$ cat src/rtl/bv4_theta_expand.sv
// bv4_theta_expand: back-end of the GF(2^4) tower-field inverter.
// Expands Gamma (GF(2^4), normal basis) and its norm inverse Theta (GF(2^2))
// into Gamma^-1 = {Theta*a[0], Theta*a[1]} behind a valid/ready pipeline.
//
// Ports:
//   in_clk, in_rst_n      clock, asynchronous active-low reset
//   in_a[3:0]             Gamma, a[1] = in_a[3:2], a[0] = in_a[1:0]
//   in_theta[1:0]         Theta for the same in_a
//   in_valid / in_ready   input handshake (in_ready is combinational)
//   out_b[3:0]            Gamma^-1, registered
//   out_valid / out_ready output handshake
//
// Build option BV4_THETA_EXPAND_REG_IN_EN: adds the S1 operand register so the
// multipliers sit between registers (latency 2, capacity 2). Without it the
// inputs feed the multipliers straight into S2 (latency 1, capacity 1).
module bv4_theta_expand (
    input  logic       in_clk,
    input  logic       in_rst_n,
    input  logic [3:0] in_a,
    input  logic [1:0] in_theta,
    input  logic       in_valid,
    output logic       in_ready,
    output logic [3:0] out_b,
    output logic       out_valid,
    input  logic       out_ready
);

    localparam int unsigned GW = 2;
    localparam int unsigned BW = 4;

    // GF(2^2) multiply in normal basis {W^2, W}; 2'b11 is the unit element
    function automatic logic [GW-1:0] gf4_mul(input logic [GW-1:0] x, input logic [GW-1:0] y);
        logic e;
        e = (x[1] ^ x[0]) & (y[1] ^ y[0]);
        return {(x[1] & y[1]) ^ e, (x[0] & y[0]) ^ e};
    endfunction

    logic          s2_ready;
    logic [BW-1:0] mul_a;
    logic [GW-1:0] mul_theta;
    logic          mul_valid;
    logic [BW-1:0] product;

    // S2 can take new data when empty or when its content leaves this cycle
    assign s2_ready = !out_valid || out_ready;

    // Gamma = 0 yields zero products naturally, so no special case is needed
    assign product = {gf4_mul(mul_theta, mul_a[1:0]), gf4_mul(mul_theta, mul_a[3:2])};

`ifdef BV4_THETA_EXPAND_REG_IN_EN
    logic [BW-1:0] s1_a;
    logic [GW-1:0] s1_theta;
    logic          s1_valid;

    // S1 accepts when empty or when it drains into S2 in the same cycle
    assign in_ready = !s1_valid || s2_ready;

    // S1 operand register
    always_ff @(posedge in_clk or negedge in_rst_n) begin
        if (!in_rst_n) begin
            s1_valid <= 1'b0;
            s1_a     <= '0;
            s1_theta <= '0;
        end else if (in_ready) begin
            s1_valid <= in_valid;
            if (in_valid) begin
                s1_a     <= in_a;
                s1_theta <= in_theta;
            end
        end
    end

    assign mul_a     = s1_a;
    assign mul_theta = s1_theta;
    assign mul_valid = s1_valid;
`else
    assign in_ready  = s2_ready;
    assign mul_a     = in_a;
    assign mul_theta = in_theta;
    assign mul_valid = in_valid;
`endif

    // S2 product register; only loads when free, so out_b holds while stalled
    always_ff @(posedge in_clk or negedge in_rst_n) begin
        if (!in_rst_n) begin
            out_valid <= 1'b0;
            out_b     <= '0;
        end else if (s2_ready) begin
            out_valid <= mul_valid;
            if (mul_valid) begin
                out_b <= product;
            end
        end
    end

endmodule

$ cat config.mk
export PLATFORM = sky130hd
export DESIGN_NAME = bv4_theta_expand
export DESIGN_NICKNAME = d
export VERILOG_FILES = /design/src/rtl/bv4_theta_expand.sv
export SDC_FILE = /design/constraint.sdc
export NUM_CORES = 1
export LEC_CHECK = 0
export ABC_AREA = 1
export CAP_MARGIN = 10
export CORE_AREA = 4 4 41 43
export CTS_CLUSTER_DIAMETER = 50
export DETAILED_ROUTE_END_ITERATION = 10
export DIE_AREA = 0 0 45 47
export HOLD_SLACK_MARGIN = 0.15
export SLEW_MARGIN = 10
export SYNTH_ARGS = -nofsm -noshare
export SYNTH_HDL_FRONTEND = slang
export SYNTH_SLANG_ARGS = --single-unit
$ cat constraint.sdc
create_clock -name in_clk -period 0.95 [get_ports in_clk]
set_input_delay 0.19 -clock in_clk [delete_from_list [all_inputs] [get_ports in_clk]]
set_output_delay 0.19 -clock in_clk [all_outputs]
set_load 0.05 [all_outputs]
==> out/metrics.yaml <==
outcome:
  outcome: "complete, but fails checks"
  violations: "setup timing"
floorplan:
  core_um2: 1301
  die_x_um: 45
  die_h_um: 47
  die_area_um2: 2115
  start_util_pct: 24.04
  num_io_pins: 16
  rows: 13
layout:
  drive_above_1_share_pct: 39.53
  diodes: 0
  areaGrowthSynthToFinish_pct: 138.4
  fill_cells: 127
  nNetsFinal: 97
worst_hold_path:
  hp-class: "in -> async"
yosys:
  synth.area.top_cells: "dfrtp_1, nand2_1, inv_1, nand4_1, nand3_1"
  synth_top_area_share_pct: 40.00
  yosys-top-cells-count: "nand2_1, inv_1, dfrtp_1"
  synth_flop_cell: "dfrtp_1"
  async_flop_share_pct: 100.0
  yosysMostFrequentCell: "nand2_1"
  synth_edf_count: 0
  ys_warn_count: 0
  syn_nets: 61
  synth_cell_type_count: 5
  synth-seq-area-share_pct: 40.00
  syn_avg_cell_area_um2: 6.133
  synthCells: 51
  yosys.area.top_type: "dfrtp_1"
  ys_ff_latch: 5
  synth_area_um2: 312.8
sta:
  max_freq_mhz: 913.1
  setup_viol: 10
  finalHoldWorstSlack_ns: 0.1739
  maxSlewViolCount: 0
  fin_crit_sh_pct: 115.3
  min_period_ns: 1.095
  slew-limit-headroom_pct: 83.09
  worstMarginPinSlew_ns: 0.2529
  rsz0062_at_grt: "yes"
  setup_tns_ns: -0.6386
  setup_ws_ns: -0.1451
  final_hold_viol_count: 0
  clock_skew_ns: 0.002284
global_route:
  first_global_vias: 375
  antenna_found_initial: 0
  grt_max_degree: 7
  grt_overflow: 0
  grtUsageTotal_pct: 10.96
  grt_pass1_wl_um: 1621
clocking:
  cts.clk_slew.worst_paths_ns: 0.05
  clock-sinks: 5
  cts-root-buf: "clkbuf_4"
  h-tree-depth: 1
  cts_buffers: 3
  cts_buffer_depth: 2
  cts_tree: "done"
  clk_latency_ns: 0.25
setup_path:
  critPathKind: "reg -> out"
  crit_fanout: 2
  cp-start-kind: "register"
  cpPeakStageDelay_ns: 0.45
  required_ns: 0.76
  worstPathArrival_ns: 0.91
  cpMaxStageDelayCell: "dfrtp_2"
  critPathBufInv: 1
  critPathCaptureType: "output pin"
  cpLargestDelayFamily: "flip-flops"
  worstPathCellList: "nand2_8 > buf_12"
route:
  routed_via_density: 4.277
  totalWireLength_um: 1086
  drc: 0
  first_pass_iters: 4
  drt-initial-drc-count: 11
  final_antenna_net_count: 0
  num_vias: 432
  wl_per_cell_um: 10.75
job:
  maxCapViolations: 0
placement:
  dp_hpwl_um: 820.8
  dp_slack_ns: -0.3313
  place.gp.congestion: 0.7312
  io_buffer_count: 15
power:
  ir_drop_uv: 854.3
  p_per_area_nw_per_um2: 1375
  leakage_nw: 0.4458
==> sequential cells by signal, indices dropped and copies added (netlist names) <==
name,flops
out_valid,1
out_b,4
==> per-stage QoR <==
| stage | power (mW) | cells | cell area (um^2) | utilization (%) |
|---|---|---|---|---|
| floorplan | 0.4832 | 51 | 360.3 | - |
| global placement | 0.7555 | 95 | 694.4 | 53.37 |
| detailed placement | 0.7618 | 95 | 694.4 | 53.37 |
| CTS | 1.040 | 101 | 733.2 | 56.35 |
| global route | 1.068 | 101 | 745.7 | 57.31 |
| finish | 1.026 | 101 | 745.7 | 57.31 |
==> cells by family (layout without fill, tap and decap cells) <==
| logic type | count (synthesis) | count (layout) | synth area share (%) |
|---|---|---|---|
| and+or+nand+nor | 38 | 38 | 50.40 |
| buffers and inverters | 8 | 43 | 9.600 |
| DFF | 5 | 5 | 40.00 |
==> what timing repair did <==
action	4_1_cts	5_1_grt
buffers inserted	2	0
endpoints found under the setup margin	10	11
hold buffers	0	0
pin swaps	2	1
resized for setup	3	5
==> cell type report <==
type / count / area (um^2) / area share (%)
timing repair buffer: 31 / 340.3 / 45.64
inverter: 8 / 32.53 / 4.362
multi-input combinational: 38 / 201.4 / 27.01
sequential: 5 / 126.4 / 16.95
clock buffer: 4 / 26.28 / 3.523
tap: 15 / 18.77 / 2.517
==> power by group <==
part / switching [mW] / internal [mW] / total (mW)
clock network: 0.0987 / 0.160 / 0.258
registers: 0.0386 / 0.246 / 0.284
logic: 0.240 / 0.243 / 0.483
total: 0.377 / 0.648 / 1.03
==> per-layer routing <==
| metal | up-vias | track usage, % | share of wire, % |
|---|---|---|---|
| met5 | - | 0 | 0 |
| met1 | 191 | 13.39 | 42 |
| li1 | 228 | - | - |
| met4 | 0 | 8.772 | 1.9 |
| met3 | 4 | 1.149 | 2.2 |
| met2 | 9 | 17.51 | 54 |
==> worst register-to-register path: cells and delay by family (launching register included) <==
kind | cells | cell delay (ns)
buffers and inverters | 2 | 0.21
DFF | 1 | 0.43
and+or+nand+nor | 4 | 0.27
==> cell usage in the layout (no fill, tap or decap), drive strengths merged <==
master and instances:
buf 22, nand4 4, dfrtp 5, clkbuf 4, nand3 4, dlygate4sd2 2
dlymetal6s2s 5, clkdlybuf4s50 2, nand2 30, inv 8
==> worst paths after layout <==
kind | to | depth (start not counted) | from | slack [ns]
hold / removal | out_b[0] | 1 | in_rst_n | 0.17
min in group in_clk | out_valid | 5 | out_ready | 0.39
max in group asynchronous | out_valid | 1 | in_rst_n | 0.55
hold reg to reg | out_b[2] | 2 | out_b[2] | 0.54
setup reg to reg | out_b[1] | 6 | out_valid | -0.06
setup / recovery | in_ready | 2 | out_valid | -0.15
Note: power is estimated with default switching activity, not from simulation.
